## src/rtl/alu4_pkg.sv

```systemverilog
// Shared definitions for the alu4 command sequencer: state encoding, opcode width
// and flag bit positions inside the {c,n,z,v} flag vector.
package alu4_pkg;

  localparam int unsigned OpW = 3;

  localparam int unsigned FlagC = 3;
  localparam int unsigned FlagN = 2;
  localparam int unsigned FlagZ = 1;
  localparam int unsigned FlagV = 0;

  typedef enum logic [1:0] {
    StIdle  = 2'd0,
    StIssue = 2'd1,
    StResp  = 2'd2
  } state_e;

endpackage

```

## src/rtl/alu4_cmd_seq_if.sv

```systemverilog
// Command, response and alu4 connection bundle for the sequencer.
// master = command source / response sink / alu4 side, slave = the sequencer.
interface alu4_cmd_seq_if #(
  parameter int unsigned WIDTH = 4
);
  import alu4_pkg::*;

  logic             cmd_valid;
  logic             cmd_ready;
  logic             cmd_load;
  logic [OpW-1:0]   cmd_op;
  logic [1:0]       cmd_rd;
  logic [1:0]       cmd_ra;
  logic [1:0]       cmd_rb;
  logic             cmd_imm_en;
  logic [WIDTH-1:0] cmd_imm;

  logic [WIDTH-1:0] alu_a;
  logic [WIDTH-1:0] alu_b;
  logic [OpW-1:0]   alu_op;
  logic [WIDTH-1:0] alu_result;
  logic             alu_c;
  logic             alu_n;
  logic             alu_z;
  logic             alu_v;

  logic             rsp_valid;
  logic             rsp_ready;
  logic [WIDTH-1:0] rsp_result;
  logic [3:0]       rsp_flags;

  logic             busy;

  modport slave (
    input  cmd_valid, cmd_load, cmd_op, cmd_rd, cmd_ra, cmd_rb, cmd_imm_en, cmd_imm,
    input  alu_result, alu_c, alu_n, alu_z, alu_v,
    input  rsp_ready,
    output cmd_ready, alu_a, alu_b, alu_op, rsp_valid, rsp_result, rsp_flags, busy
  );

  modport master (
    output cmd_valid, cmd_load, cmd_op, cmd_rd, cmd_ra, cmd_rb, cmd_imm_en, cmd_imm,
    output alu_result, alu_c, alu_n, alu_z, alu_v,
    output rsp_ready,
    input  cmd_ready, alu_a, alu_b, alu_op, rsp_valid, rsp_result, rsp_flags, busy
  );

endinterface

```

## src/rtl/alu4_regfile.sv

```systemverilog
// 4-entry operand register file: two combinational read ports, one synchronous
// write port, asynchronously cleared by reset.
module alu4_regfile #(
  parameter int unsigned WIDTH = 4
) (
  input  logic             clk,
  input  logic             reset,
  input  logic             we,
  input  logic [1:0]       waddr,
  input  logic [WIDTH-1:0] wdata,
  input  logic [1:0]       raddr_a,
  input  logic [1:0]       raddr_b,
  output logic [WIDTH-1:0] rdata_a,
  output logic [WIDTH-1:0] rdata_b
);

  logic [WIDTH-1:0] mem [4];

  always_ff @(posedge clk or posedge reset) begin
    if (reset) begin
      for (int i = 0; i < 4; i++) begin
        mem[i] <= '0;
      end
    end else if (we) begin
      mem[waddr] <= wdata;
    end
  end

  assign rdata_a = mem[raddr_a];
  assign rdata_b = mem[raddr_b];

endmodule

```

## src/rtl/alu4_cmd_seq.sv

```systemverilog
// Command sequencer driving an external combinational alu4: one command in flight,
// operands sampled at acceptance, result and flags captured after SETTLE cycles.
module alu4_cmd_seq
  import alu4_pkg::*;
#(
  parameter int unsigned WIDTH  = 4,
  parameter int unsigned SETTLE = 1
) (
  input  logic          clk,
  input  logic          reset,
  alu4_cmd_seq_if.slave bus
);

  localparam logic [3:0] SettleInit = 4'(SETTLE - 1);

  state_e           state;
  logic [3:0]       cnt;
  logic [1:0]       rd_q;
  logic [WIDTH-1:0] alu_a_q;
  logic [WIDTH-1:0] alu_b_q;
  logic [OpW-1:0]   alu_op_q;
  logic [WIDTH-1:0] rsp_result_q;
  logic [3:0]       rsp_flags_q;

  logic             accept;
  logic             capture;
  logic             rf_we;
  logic [1:0]       rf_waddr;
  logic [WIDTH-1:0] rf_wdata;
  logic [WIDTH-1:0] rf_a;
  logic [WIDTH-1:0] rf_b;

  assign accept  = bus.cmd_valid && (state == StIdle);
  assign capture = (state == StIssue) && (cnt == 4'd0);

  // Loads write from the command bus in IDLE; ALU results write from the latched rd.
  always_comb begin
    rf_we    = (accept && bus.cmd_load) || capture;
    rf_waddr = rd_q;
    rf_wdata = bus.alu_result;
    if (state == StIdle) begin
      rf_waddr = bus.cmd_rd;
      rf_wdata = bus.cmd_imm;
    end
  end

  alu4_regfile #(
    .WIDTH(WIDTH)
  ) u_regfile (
    .clk    (clk),
    .reset  (reset),
    .we     (rf_we),
    .waddr  (rf_waddr),
    .wdata  (rf_wdata),
    .raddr_a(bus.cmd_ra),
    .raddr_b(bus.cmd_rb),
    .rdata_a(rf_a),
    .rdata_b(rf_b)
  );

  always_ff @(posedge clk or posedge reset) begin
    if (reset) begin
      state        <= StIdle;
      cnt          <= 4'd0;
      rd_q         <= 2'd0;
      alu_a_q      <= '0;
      alu_b_q      <= '0;
      alu_op_q     <= '0;
      rsp_result_q <= '0;
      rsp_flags_q  <= 4'd0;
    end else begin
      unique case (state)
        StIdle: begin
          if (accept) begin
            if (bus.cmd_load) begin
              rsp_result_q <= bus.cmd_imm;
              rsp_flags_q  <= 4'd0;
              state        <= StResp;
            end else begin
              alu_a_q  <= rf_a;
              alu_b_q  <= bus.cmd_imm_en ? bus.cmd_imm : rf_b;
              alu_op_q <= bus.cmd_op;
              rd_q     <= bus.cmd_rd;
              cnt      <= SettleInit;
              state    <= StIssue;
            end
          end
        end
        StIssue: begin
          if (cnt != 4'd0) begin
            cnt <= cnt - 4'd1;
          end else begin
            rsp_result_q       <= bus.alu_result;
            rsp_flags_q[FlagC] <= bus.alu_c;
            rsp_flags_q[FlagN] <= bus.alu_n;
            rsp_flags_q[FlagZ] <= bus.alu_z;
            rsp_flags_q[FlagV] <= bus.alu_v;
            state              <= StResp;
          end
        end
        StResp: begin
          if (bus.rsp_ready) begin
            state <= StIdle;
          end
        end
        default: state <= StIdle;
      endcase
    end
  end

  // Gated by reset so every output reads 0 while reset is held.
  assign bus.cmd_ready  = (state == StIdle) && !reset;
  assign bus.rsp_valid  = (state == StResp);
  assign bus.busy       = (state != StIdle);
  assign bus.alu_a      = alu_a_q;
  assign bus.alu_b      = alu_b_q;
  assign bus.alu_op     = alu_op_q;
  assign bus.rsp_result = rsp_result_q;
  assign bus.rsp_flags  = rsp_flags_q;

endmodule

```

## src/flat_wrapper.sv

```systemverilog
// flat-port wrapper written by rule: the top's interface ports become plain ports
module alu4_cmd_seq_flat import alu4_pkg::*;
#(
  parameter int unsigned WIDTH  = 4,
  parameter int unsigned SETTLE = 1
)
  (clk, reset, bus_cmd_valid, bus_cmd_load, bus_cmd_op, bus_cmd_rd, bus_cmd_ra, bus_cmd_rb, bus_cmd_imm_en, bus_cmd_imm, bus_alu_result, bus_alu_c, bus_alu_n, bus_alu_z, bus_alu_v, bus_rsp_ready, bus_cmd_ready, bus_alu_a, bus_alu_b, bus_alu_op, bus_rsp_valid, bus_rsp_result, bus_rsp_flags, bus_busy);
  alu4_cmd_seq_if #(.WIDTH(WIDTH)) bus_i ();
  input  logic clk;
  input  logic reset;
  input wire logic [$bits(bus_i.cmd_valid)-1:0] bus_cmd_valid;
  input wire logic [$bits(bus_i.cmd_load)-1:0] bus_cmd_load;
  input wire logic [$bits(bus_i.cmd_op)-1:0] bus_cmd_op;
  input wire logic [$bits(bus_i.cmd_rd)-1:0] bus_cmd_rd;
  input wire logic [$bits(bus_i.cmd_ra)-1:0] bus_cmd_ra;
  input wire logic [$bits(bus_i.cmd_rb)-1:0] bus_cmd_rb;
  input wire logic [$bits(bus_i.cmd_imm_en)-1:0] bus_cmd_imm_en;
  input wire logic [$bits(bus_i.cmd_imm)-1:0] bus_cmd_imm;
  input wire logic [$bits(bus_i.alu_result)-1:0] bus_alu_result;
  input wire logic [$bits(bus_i.alu_c)-1:0] bus_alu_c;
  input wire logic [$bits(bus_i.alu_n)-1:0] bus_alu_n;
  input wire logic [$bits(bus_i.alu_z)-1:0] bus_alu_z;
  input wire logic [$bits(bus_i.alu_v)-1:0] bus_alu_v;
  input wire logic [$bits(bus_i.rsp_ready)-1:0] bus_rsp_ready;
  output wire logic [$bits(bus_i.cmd_ready)-1:0] bus_cmd_ready;
  output wire logic [$bits(bus_i.alu_a)-1:0] bus_alu_a;
  output wire logic [$bits(bus_i.alu_b)-1:0] bus_alu_b;
  output wire logic [$bits(bus_i.alu_op)-1:0] bus_alu_op;
  output wire logic [$bits(bus_i.rsp_valid)-1:0] bus_rsp_valid;
  output wire logic [$bits(bus_i.rsp_result)-1:0] bus_rsp_result;
  output wire logic [$bits(bus_i.rsp_flags)-1:0] bus_rsp_flags;
  output wire logic [$bits(bus_i.busy)-1:0] bus_busy;
  assign bus_i.cmd_valid = bus_cmd_valid;
  assign bus_i.cmd_load = bus_cmd_load;
  assign bus_i.cmd_op = bus_cmd_op;
  assign bus_i.cmd_rd = bus_cmd_rd;
  assign bus_i.cmd_ra = bus_cmd_ra;
  assign bus_i.cmd_rb = bus_cmd_rb;
  assign bus_i.cmd_imm_en = bus_cmd_imm_en;
  assign bus_i.cmd_imm = bus_cmd_imm;
  assign bus_i.alu_result = bus_alu_result;
  assign bus_i.alu_c = bus_alu_c;
  assign bus_i.alu_n = bus_alu_n;
  assign bus_i.alu_z = bus_alu_z;
  assign bus_i.alu_v = bus_alu_v;
  assign bus_i.rsp_ready = bus_rsp_ready;
  assign bus_cmd_ready = bus_i.cmd_ready;
  assign bus_alu_a = bus_i.alu_a;
  assign bus_alu_b = bus_i.alu_b;
  assign bus_alu_op = bus_i.alu_op;
  assign bus_rsp_valid = bus_i.rsp_valid;
  assign bus_rsp_result = bus_i.rsp_result;
  assign bus_rsp_flags = bus_i.rsp_flags;
  assign bus_busy = bus_i.busy;
  alu4_cmd_seq #(.WIDTH(WIDTH), .SETTLE(SETTLE)) u_core (.clk(clk), .reset(reset), .bus(bus_i));
endmodule
```

## config.mk

```make
export PLATFORM = sky130hd
export DESIGN_NAME = alu4_cmd_seq_flat
export DESIGN_NICKNAME = d
export VERILOG_FILES = /design/src/rtl/alu4_pkg.sv /design/src/rtl/alu4_cmd_seq_if.sv /design/src/rtl/alu4_regfile.sv /design/src/rtl/alu4_cmd_seq.sv /design/src/flat_wrapper.sv
export SDC_FILE = /design/constraint.sdc
export NUM_CORES = 1
export LEC_CHECK = 0
export CAP_MARGIN = 20
export CORE_AREA = 2 2 60 76
export CTS_BUF_LIST = sky130_fd_sc_hd__clkbuf_8 sky130_fd_sc_hd__clkbuf_16
export DETAILED_ROUTE_END_ITERATION = 16
export DIE_AREA = 0 0 62 78
export PLACE_DENSITY = 0.94
export SLEW_MARGIN = 20
export SYNTH_ARGS = -nofsm -noshare
export SYNTH_HDL_FRONTEND = slang
export SYNTH_HIERARCHICAL = 1
export SYNTH_SLANG_ARGS = --single-unit
export TNS_END_PERCENT = 20
```

## constraint.sdc

```tcl
create_clock -name clk -period 3.7 [get_ports clk]
set_input_delay 1.11 -clock clk [delete_from_list [all_inputs] [get_ports clk]]
set_output_delay 1.11 -clock clk [all_outputs]
set_load 0.01 [all_outputs]
```

# Word level (Yosys, flattened, before mapping)
# Index checks and enable logic that the tools add are counted.
# word_totals
regBits,43
latch_bits,0
mem_bits_rw,0
romBits,0
input_bits,27
wordCells,74
mem_count,0
# classes
addsub,1
multipliers,0
div_mod_pow,0
n_lt_le_gt_ge,4
n_eq_ne,8
shift,0
muxes,29
bitwise,4
n_reduce_logical,16
# op_table
cell,count
$mux 4,16
$pmux 4 s2,3
$bmux 4 s2,2
$bwmux 16,1
$mux 2,5
$ne 2x2->1 const B,5
$ge 3x3->1 const B,3
$not 2->3,3
$demux 4 s2,1
$reduce_and 4->1,2
$pmux 2 s3,1
$reduce_and 3->1,2
$logic_and 1x1->1,5
$logic_not 4->1,1
$reduce_bool 2->1,2
$reduce_bool 4->1,1
$sub 4x1->4 const B,1
$lt 3x1->1 const B,1
$eq 2x1->1 const B,1
$eq 2x2->1 const B,1
$logic_not 2->1,1
$ne 2x1->1 const B,1
$logic_not 1->1,1
$logic_or 1x1->1,1
$not 1->1,1

# Longest topological paths before layout
# Gate-level depths: netlist (run 1).
# logic_depth
word_depth,8
depth_mapped,6
depth_no_buf,6

# Cells and area by module
# The synthesis (run 1) kept the hierarchy.
# by_module_without_submodules
module,n_inst,cells_per_inst,area_per_inst_um2,seq_area_each_um2
alu4_cmd_seq,1,116,1351.3,675.6
alu4_regfile,1,45,803.3,400.4

# Worst setup path after synthesis (run 1)
# No wires, ideal clock.
# synth_timing
path_type,input to output
from,input port reset
to,output port bus_cmd_ready
t_arrival_ns,1.279
required_time_ns,2.590
path_slack_ns,1.311
cell_stages,1
path_buffers,0
cell_sequence,nor2_1
# synth_via
elab_chain_cells,2
# synth_rtl
item,line_no,rtl
start: declaration,flat_wrapper.sv:10,input logic reset;
$logic_not 1->1 (no line),--,
$logic_and 1x1->1,alu4_cmd_seq.sv:112,assign bus.cmd_ready = (state == StIdle) && !reset;
end: declaration,flat_wrapper.sv:25,output wire logic [$bits(bus_i.cmd_ready)-1:0] bus_cmd_ready;
# No other way between the ends.

# Worst setup path in the final report (run 1)
# Ends and elaborated chain as after synthesis.

==> impl_results.md, run 1 <==
* Status: completed
* Filler cells at 305
* Commonest cells after routing, fill and taps aside: clkdlybuf4s50_1, dfrtp_1, mux2_2, mux4_2
* Hold slack at 0.503 ns
* Pwr dens at 812 nW/um2
* Clock buffer depth at 2
* Port Buffer Count at 48
* GPL Wtd Cong at 0.808
* Hold buffer count at CTS at 0
* Syn Std Cell Area at 2150 um2
* Post-CTS resize count at 0
* Share of flip-flops with an asynchronous set or reset at 100%
* Min Clock Period, post-route at 3.38 ns
* Setup crit end kind: primary output
* Synth Flop Type: dfrtp_1
* Clock Tree Root: clkbuf_8
* Nets at 240
* Layout cell share with drive strength beyond 1 at 30.0%
* Num Clock Sinks at 43
* Slew @ Worst Pin at 0.599 ns
* Post-Syn Nets at 189
* Synth area leader: dfrtp_1
* Vias/cell at 5.55
* DP HPWL at 3470 um
* Rows at 26
* Post-CTS Setup Inserts at 0
* Insertion delay to the later sink of the worst-skew pair at 0.30 ns
* Critical path fanouts, max at 3
* Initial drt markers at 83
* Register area share after synthesis at 49.9%
* Worst slew margin at 60.0%
* Count of cell types in the netlist at 34
* Peak supply drop at 0.000434 V
* Vias in the first global route at 1,547
* Via Count at 1,493
* Post-synth EDFFs at 0
* Slowest CP cell: clkdlybuf4s50_1
* DIE HEIGHT at 78 um
* Syn-to-layout area delta at 29.8%
* CTS tree: done
* Mean Syn Cell Area at 13.4 um2
* Die Wd at 62 um
* Commonest non-fill, non-tap cell in the layout: clkdlybuf4s50_1
* Core area at 4070 um2
* GRT Total Usage at 20.0%
* Largest net degree at the start of global routing at 28
* Placed Area at 2680 um2
* Fmax at 0.296 GHz
* Lkg Pwr at 1.16 nW
* Wire per inst at 16.7 um
* Fin. Hold Viols at 0
* Congestion Overflow GR at 0
* Final Cell Area at 2800 um2
* TritonCTS Buffers at 5
* Diodes inserted at 0
* Worst Skew at 0.00940 ns
* RSZ-0062 raised after global routing: no
* Critical path type: input pin to primary output
* DRT antenna net count at 0
* Worst path most repeated cell: clkdlybuf4s50_1
* Delay of the slowest critical-path stage at 0.58 ns
* Global-route wire length before repair at 7080 um
* Max-slew violation total from the final report at 0
* Top Ports at 49
* Die ar. at 4840 um2
* Post-synth top area share at 49.9%
* Min-delay worst type: flip-flop to flip-flop
* Clock edge transition at the registers on the reported setup and hold paths at 0.08 ns
* Req. time, crit path at 2.59 ns
* Initial antenna violation count at 0
* Router iterations before antenna repair at 4
* Flops & latches, synth at 43
* H-tree depth at 2
* Final worst path period share at 91.4%
* Initial Util at 53.0%
* Mapped Cells at 161
* Dominant cells by area after synthesis: dfrtp_1, mux2_2, mux4_2, o221a_2, mux2i_1
* Final setup fails at 0
* CP cell instances: clkdlybuf4s50_1 -> nor2_1 -> clkdlybuf4s50_1
* Max_cap viols at 0
* Final Routed Wirelength at 4500 um
* Worst Path Arrival at 2.27 ns
* Synth warn at 6
* CP Launch Type: input pin
* TNS Setup at 0 ns
* DRC viols at 0
synthesized netlist by cell type (3+ instances only):
cell type,instances
mux2i_1,4
dfrtp_1,43
nor2_1,7
mux4_2,8
nand3_1,6
a21oi_1,4
or2_2,4
o221a_2,4
mux2_2,31
nand2_1,5
o21ai_0,6
nor2b_1,3
inv_1,7
area by class of cell:
cell class | count | area [um2] | share of cell area, %
well taps | 56 | 70.1 | 2.51
clock buffers | 6 | 82.6 | 2.95
repair buffers | 51 | 503 | 18.0
clock inverters | 2 | 35.0 | 1.25
multi-input cells | 104 | 1000 | 35.9
inverters | 7 | 26.3 | 0.940
flip-flops and latches | 43 | 1080 | 38.5
final timing paths:
path                                       startpoint                                   end  slack [ns]  depth (start not counted)
setup / recovery                                reset                         bus_cmd_ready        0.32                          3
max in group asynchronous                       reset   u_core/u_regfile/mem[8]$_DFFE_PP0P_        2.07                          2
min in group asynchronous                       reset      u_core/bus.alu_op[2]$_DFFE_PP0P_        1.22                          3
hold reg to reg            u_core/rd_q[1]$_DFFE_PP0P_            u_core/rd_q[1]$_DFFE_PP0P_        0.50                          1
hold / removal             u_core/rd_q[1]$_DFFE_PP0P_            u_core/rd_q[1]$_DFFE_PP0P_        0.50                          1
setup reg to reg            u_core/cnt[0]$_DFFE_PP0P_  u_core/u_regfile/mem[13]$_DFFE_PP0P_        1.41                          6
layer usage:
layer,routed length (um),GRT usage (%),vias to the layer above
met5,0,0,-
met4,91,6.38,0
met3,206,6.50,8
met2,2490,33.4,42
met1,1700,23.7,753
li1,-,-,690
report_power, final:
group,switching (mW),internal [mW]
combinational,0.426,0.613
sequential,0.162,0.693
clock,0.160,0.218
total,0.748,1.52
worst max-delay path, delay by kind of cell:
kind / cells / cell delay, ns
AND/OR/NAND/NOR: 1 / 0.14
buffers and inverters: 2 / 1.02
registers in the layout, summed over array words and instances (netlist names):
| signal | flops |
|---|---|
| u_core/bus.alu_b | 4 |
| u_core/bus.rsp_flags | 4 |
| u_core/bus.alu_op | 3 |
| u_core/state | 2 |
| u_core/bus.alu_a | 4 |
| u_core/cnt | 4 |
| u_core/bus.rsp_result | 4 |
| u_core/rd_q | 2 |
| u_core/u_regfile/mem | 16 |
cell families (layout without fill, tap and decap cells):
group | Yosys count | in the layout | share of synthesized area [%]
mux | 44 | 44 | 26.9
fa+ha+maj | 1 | 1 | 0.581
flops | 43 | 43 | 49.9
compound gates | 21 | 21 | 7.38
simple gates | 38 | 38 | 11.7
buf+inv | 14 | 66 | 3.48
through the flow:
step	setup WS [ns]	total power [mW]	util, %	cells
finish	0.320	2.27	68.8	269
floorplan	1.31	1.51	-	161
global placement	0.401	1.86	65.9	261
global route	0.250	2.41	68.8	269
CTS	0.306	2.29	68.8	269
detailed placement	0.315	1.91	65.9	261
(Power assumes the default switching activity.)
==> inputs of run 2 (changes only) <==
--- a/config.mk
+++ b/config.mk
@@ -10,6 +10,7 @@
 export CTS_BUF_LIST = sky130_fd_sc_hd__clkbuf_8 sky130_fd_sc_hd__clkbuf_16
 export DETAILED_ROUTE_END_ITERATION = 16
 export DIE_AREA = 0 0 62 78
+export GPL_TIMING_DRIVEN = 0
 export PLACE_DENSITY = 0.94
 export SLEW_MARGIN = 20
 export SYNTH_ARGS = -nofsm -noshare
==> run 2 against run 1 <==
  * Non-clock buffer count grew 3
  * Flip-flop and latch count is the same
  * First-iteration DRC count down 22%
  * Sequential share of layout area is 0.24 points higher
  * Power shrank 3.1%
  * Sequential power decreased by 3.3%
  * Cell count rose by 1.1%
  * Combinational power increased by 4%
  * Critical path type unchanged
  * Critical endpoint unchanged
==> impl_results.md, run 2 (synthesized netlist as in run 1, its figures left out) <==
* Status: completed
* DP HPWL at 3400 um (-2.1%)
* Worst Path Arrival at 2.23 ns (-0.04 ns)
* Setup crit end kind: primary output
* GRT Total Usage at 20.5% (+0.50 points)
* Wire per inst at 16.4 um (-2.0%)
* Delay of the slowest critical-path stage at 0.54 ns (-0.04 ns)
* Diodes inserted at 0 (unchanged)
* Top Ports at 49 (unchanged)
* Global-route wire length before repair at 7200 um (+1.8%)
* CP Launch Type: input pin
* Placed cell count at 264 (+1.1%)
* Pwr dens at 793 nW/um2 (-2.5%)
* Layout cell share with drive strength beyond 1 at 30.6% (+0.51 points)
* Flop-to-flop setup slack at 1.42 ns (about the same)
* Critical path fanouts, max at 3 (unchanged)
* Initial drt markers at 65 (-22%)
* Final setup fails at 0 (unchanged)
* Via Count at 1,501 (+0.54%)
* Largest register FFs at 16 (unchanged)
* RSZ-0062 raised after global routing: no
* Worst Setup SP: reset
* Slowest CP cell: clkdlybuf4s50_1
* Post-CTS Setup Inserts at 0 (unchanged)
* Reg2Reg Depth at 6 (unchanged)
* Fin. Hold Viols at 0 (unchanged)
* Port Buffer Count at 47 (-2.1%)
* Critical path type: input pin to primary output
* Worst path most repeated cell: clkdlybuf4s50_1
* Critical path's top delay family: buffers and inverters
* Die Wd at 62 um (unchanged)
* Clock buffer depth at 2 (unchanged)
* Reg2reg end: u_core/u_regfile/mem[12]$_DFFE_PP0P_
* Start of the worst register-to-register path: u_core/cnt[0]$_DFFE_PP0P_
* DRT antenna net count at 0 (unchanged)
* Die ar. at 4840 um2 (unchanged)
* Critical path depth in cells at 3 (unchanged)
* Largest net degree at the start of global routing at 28 (unchanged)
* Commonest non-fill, non-tap cell in the layout: clkdlybuf4s50_1
* DRC viols at 0 (unchanged)
* CTS tree: done
* Hold buffer count at CTS at 0 (unchanged)
* Commonest cells after routing, fill and taps aside: clkdlybuf4s50_1, dfrtp_1, mux2_2, mux4_2, nor2_1
* Top reg by flops: u_core/u_regfile/mem
* Core area at 4070 um2 (unchanged)
* Router iterations before antenna repair at 6 (+2)
* Filler cells at 301 (-1.3%)
* Reg area at 1080 um2 (unchanged)
* Crit path to: bus_cmd_ready
* Vias/cell at 5.52 (-0.57%)
* Clock Tree Root: clkbuf_8
* Insertion delay to the later sink of the worst-skew pair at 0.30 ns (about the same)
* Lkg Pwr at 1.16 nW (-0.59%)
* Post-CTS resize count at 0 (unchanged)
* Final worst path period share at 90.2% (-1.1 points)
* TritonCTS Buffers at 5 (unchanged)
* Min-delay worst type: flip-flop to flip-flop
* WP buf/inv at 2 (unchanged)
* Fmax at 0.300 GHz (+1.3%)
* Worst slew margin at 59.9% (-0.10 points)
* CP cell instances: clkdlybuf4s50_1 -> nor2_1 -> clkdlybuf4s50_1
* Peak supply drop at 0.000356 V (-18%)
* Final Routed Wirelength at 4450 um (-0.91%)
* Vias in the first global route at 1,500 (-3.0%)
* Finished Layout Cells at 272 (+1.1%)
* Initial Util at 53.0% (unchanged)
* DIE HEIGHT at 78 um (unchanged)
* Req. time, crit path at 2.59 ns (about the same)
* Slew @ Worst Pin at 0.600 ns (+0.00156 ns)
* Worst Skew at 0.00926 ns (-0.000143 ns)
* Min Clock Period, post-route at 3.34 ns (-0.0418 ns)
* Rows at 26 (unchanged)
* Nets at 243 (+1.3%)
* Congestion Overflow GR at 0 (unchanged)
* H-tree depth at 2 (unchanged)
* Max_cap viols at 0 (unchanged)
* Initial antenna violation count at 0 (unchanged)
* Num Clock Sinks at 43 (unchanged)
* Max-slew violation total from the final report at 0 (unchanged)
* TNS Setup at 0 ns (unchanged)
* Clock edge transition at the registers on the reported setup and hold paths at 0.08 ns (about the same)
* GPL Wtd Cong at 0.829 (+2.6%)
* Multi-input logic area at 1000 um2 (unchanged)
* Syn-to-layout area delta at 29.0%
-- run 2: cell count changes in the layout (fill, tap and decap cells not counted), sizes merged --
cell	change
clkinv	+2
buf	+2
bufinv	-1
clkdlybuf4s50	-1
clkbuf	+1
-- run 2: where the power goes --
part,internal [mW],switching [mW],leakage (nW)
logic,0.630,0.455,0.587
registers,0.693,0.134,0.521
clock network,0.129,0.161,0.0477
total,1.45,0.751,1.16
-- run 2: worst reg2reg max path, cell delays in order, from the launching register on --
cell and delay [ns]:
dfrtp_1 0.39, inv_1 0.10, ha_1 0.23, or3b_4 0.44, o21ai_4 0.30, nor3b_4 0.34, mux2_2 0.37
-- run 2: layout make-up --
type	count	share of cell area [%]
Clock inverter	3	0.540
Tap cell	56	2.52
Inverter	7	0.946
Multi-Input combinational cell	104	36.1
Clock buffer	5	2.48
Buffer	7	1.76
Sequential cell	43	38.7
Timing Repair Buffer	47	16.9
-- run 2: how the worst min path moves through the flow --
stage / startpoint / to / slack, ns / depth (start not counted)
floorplan: u_core/rd_q[1]$_DFFE_PP0P_ / u_core/rd_q[1]$_DFFE_PP0P_ / 0.45 / 1
global placement: u_core/rd_q[1]$_DFFE_PP0P_ / u_core/rd_q[1]$_DFFE_PP0P_ / 0.47 / 1
detailed placement: u_core/rd_q[1]$_DFFE_PP0P_ / u_core/rd_q[1]$_DFFE_PP0P_ / 0.49 / 1
CTS: u_core/bus.alu_op[0]$_DFFE_PP0P_ / u_core/bus.alu_op[0]$_DFFE_PP0P_ / 0.52 / 1
global route: u_core/bus.alu_op[0]$_DFFE_PP0P_ / u_core/bus.alu_op[0]$_DFFE_PP0P_ / 0.53 / 1
finish: u_core/bus.alu_op[0]$_DFFE_PP0P_ / u_core/bus.alu_op[0]$_DFFE_PP0P_ / 0.51 / 1
-- run 2: through the flow --
step	total power [mW]	utilization (%)	hold slack [ns]	worst slack [ns]	instance area, um2
2_1_floorplan	1.51	-	0.454	1.31	2150
3_3_place_gp	1.88	66.3	0.465	0.386	2700
3_5_place_dp	1.93	66.3	0.493	0.378	2700
4_1_cts	2.22	68.3	0.518	0.378	2780
5_1_grt	2.35	68.3	0.532	0.321	2780
6_report	2.20	68.3	0.512	0.362	2780
-- run 2: per-layer routing --
layer	GRT usage, %	vias up	part of all wire [%]	routed length [um]
li1	-	698	-	-
met1	24.5	752	41	1820
met2	34.4	42	53	2380
met3	5.00	9	3.7	167
met4	7.87	0	1.9	86
met5	0	-	0	0
==> patch: new RTL, config.mk and constraints of run 2 <==
Set the package constant `OpW` to 6 (it was 3).
--- a/src/rtl/alu4_pkg.sv
+++ b/src/rtl/alu4_pkg.sv
@@ -3,5 +3,5 @@
 package alu4_pkg;
 
-  localparam int unsigned OpW = 3;
+  localparam int unsigned OpW = 6;
 
   localparam int unsigned FlagC = 3;
Ports: changed (resized bus_alu_op and bus_cmd_op); port bits go from 49 to 55. The function was not compared with the original's and may differ.
==> patch against run 2 <==
  * Synthesized area up 6.2%
  * Die area stayed put
  * Total power shrank 14%
  * Design area grew 7.8%
  * Wire length increased by 12%
  * Sequential cell count up 3
  * Worst setup slack improved by 0.011 ns
  * Via count rose by 9.2%
==> patch: results (changes against run 2) <==
[timing]
maxSlewHeadroom_pct=53.3  ; was 59.9%
fmax_mhz=301  ; was 300 MHz

[min_path]
whs_path_depth=2  ; was 1
hold_end=u_core/bus.alu_a[0]  ; was u_core/bus.alu_op[0]
min-delay-start=u_core/bus.alu_a[0]  ; was u_core/bus.alu_op[0]

[grt]
grt_pass1_wl_um=8170  ; was 7200 um
grt_pass1_vias=1692  ; was 1,500
grt_util_all_layers_pct=23.0  ; was 20.5%

[final_layout]
drive_above_1_share_pct=25.2  ; was 30.6%
nets=280  ; was 243

[synth]
yosysUniqueCellTypes=32  ; was 34
synth.net_count=220  ; was 189
synth_common_cells=46 x dfrtp_1, 46 x nand2_1, 30 x mux2_2  ; was 43 x dfrtp_1, 31 x mux2_2, 8 x mux4_2
ys_seq_area_share_pct=50.3  ; was 49.9%

[route]
drtPass1Iterations=5  ; was 6
first_iter_violations=128  ; was 65
viasPerCell=5.36  ; was 5.52
wl_met3_um=202  ; was 167 um
drt-met1-wl_um=2010  ; was 1820 um
routedWlPerCell_um=16.3  ; was 16.4 um

[power]
vdd.ir_drop.worst_v=0.000374  ; was 0.000356 V
leakage_nw=1.33  ; was 1.16 nW
p_switching_uw=564  ; was 751 uW

[cts]
clock_latency_ns=0.30  ; about the same

[critical_path]
rr_worst_depth=7  ; was 6

[placed_design]
hpwl_um=3770  ; was 3400 um

[run_status]
status=completed  ; unchanged

[patch: area by class of cell]
cell class / instances / area (um^2) / area share, %
Buffer: 8 / 66.3 / 2.21
Clock buffer: 5 / 68.8 / 2.30
Clock inverter: 3 / 40.0 / 1.34
Inverter: 5 / 18.8 / 0.626
Multi-Input combinational cell: 130 / 1050 / 35.1
Sequential cell: 46 / 1150 / 38.4
Tap cell: 56 / 70.1 / 2.34
Timing Repair Buffer: 53 / 531 / 17.7
[patch: power by group through the flow]
stage,combinational (mW),sequential [mW],clock [mW]
floorplan,0.368,0.837,0
global placement,0.694,0.807,0
detailed placement,0.716,0.822,0
CTS,0.719,0.812,0.373
global route,0.773,0.841,0.398
finish,0.712,0.813,0.367
[patch: per-layer routing]
layer / up-vias / track usage (%)
li1: 788 / -
met1: 800 / 28.9
met2: 44 / 39.2
met3: 7 / 4.67
met4: 0 / 5.74
met5: - / 0
[patch: worst max-delay path by stage]
| stage | startpoint | endpoint | depth (start not counted) |
|---|---|---|---|
| 2_1_floorplan | reset | bus_cmd_ready | 1 |
| 3_3_place_gp | reset | bus_cmd_ready | 3 |
| 3_5_place_dp | reset | bus_cmd_ready | 3 |
| 4_1_cts | reset | bus_cmd_ready | 3 |
| 5_1_grt | reset | bus_cmd_ready | 3 |
| 6_report | reset | bus_cmd_ready | 3 |
[patch: worst max-delay path: cells and delay by family]
| family | cells | cell delay (ns) |
|---|---|---|
| buffers and inverters | 2 | 0.99 |
| and+or+nand+nor | 1 | 0.12 |
[patch: cells by family (layout without fill, tap and decap cells)]
kind of cell    Yosys count  in the layout  synth area share (%)
mux                      43             43                  24.8
compound gates           17             17                  5.74
buf+inv                  13             74                  3.72
simple gates             69             69                  14.8
flops                    46             46                  50.3
fa+ha+maj                 1              1                 0.547
[patch: stage by stage]
step,hold WS [ns],util (%),cells,area (um^2),power (mW)
2_1_floorplan,0.441,-,189,2290,1.21
4_1_cts,0.482,73.7,306,3000,1.90
5_1_grt,0.508,73.7,306,3000,2.01
3_3_place_gp,0.456,71.0,298,2890,1.50
6_report,0.484,73.7,306,3000,1.89
3_5_place_dp,0.462,71.0,298,2890,1.54
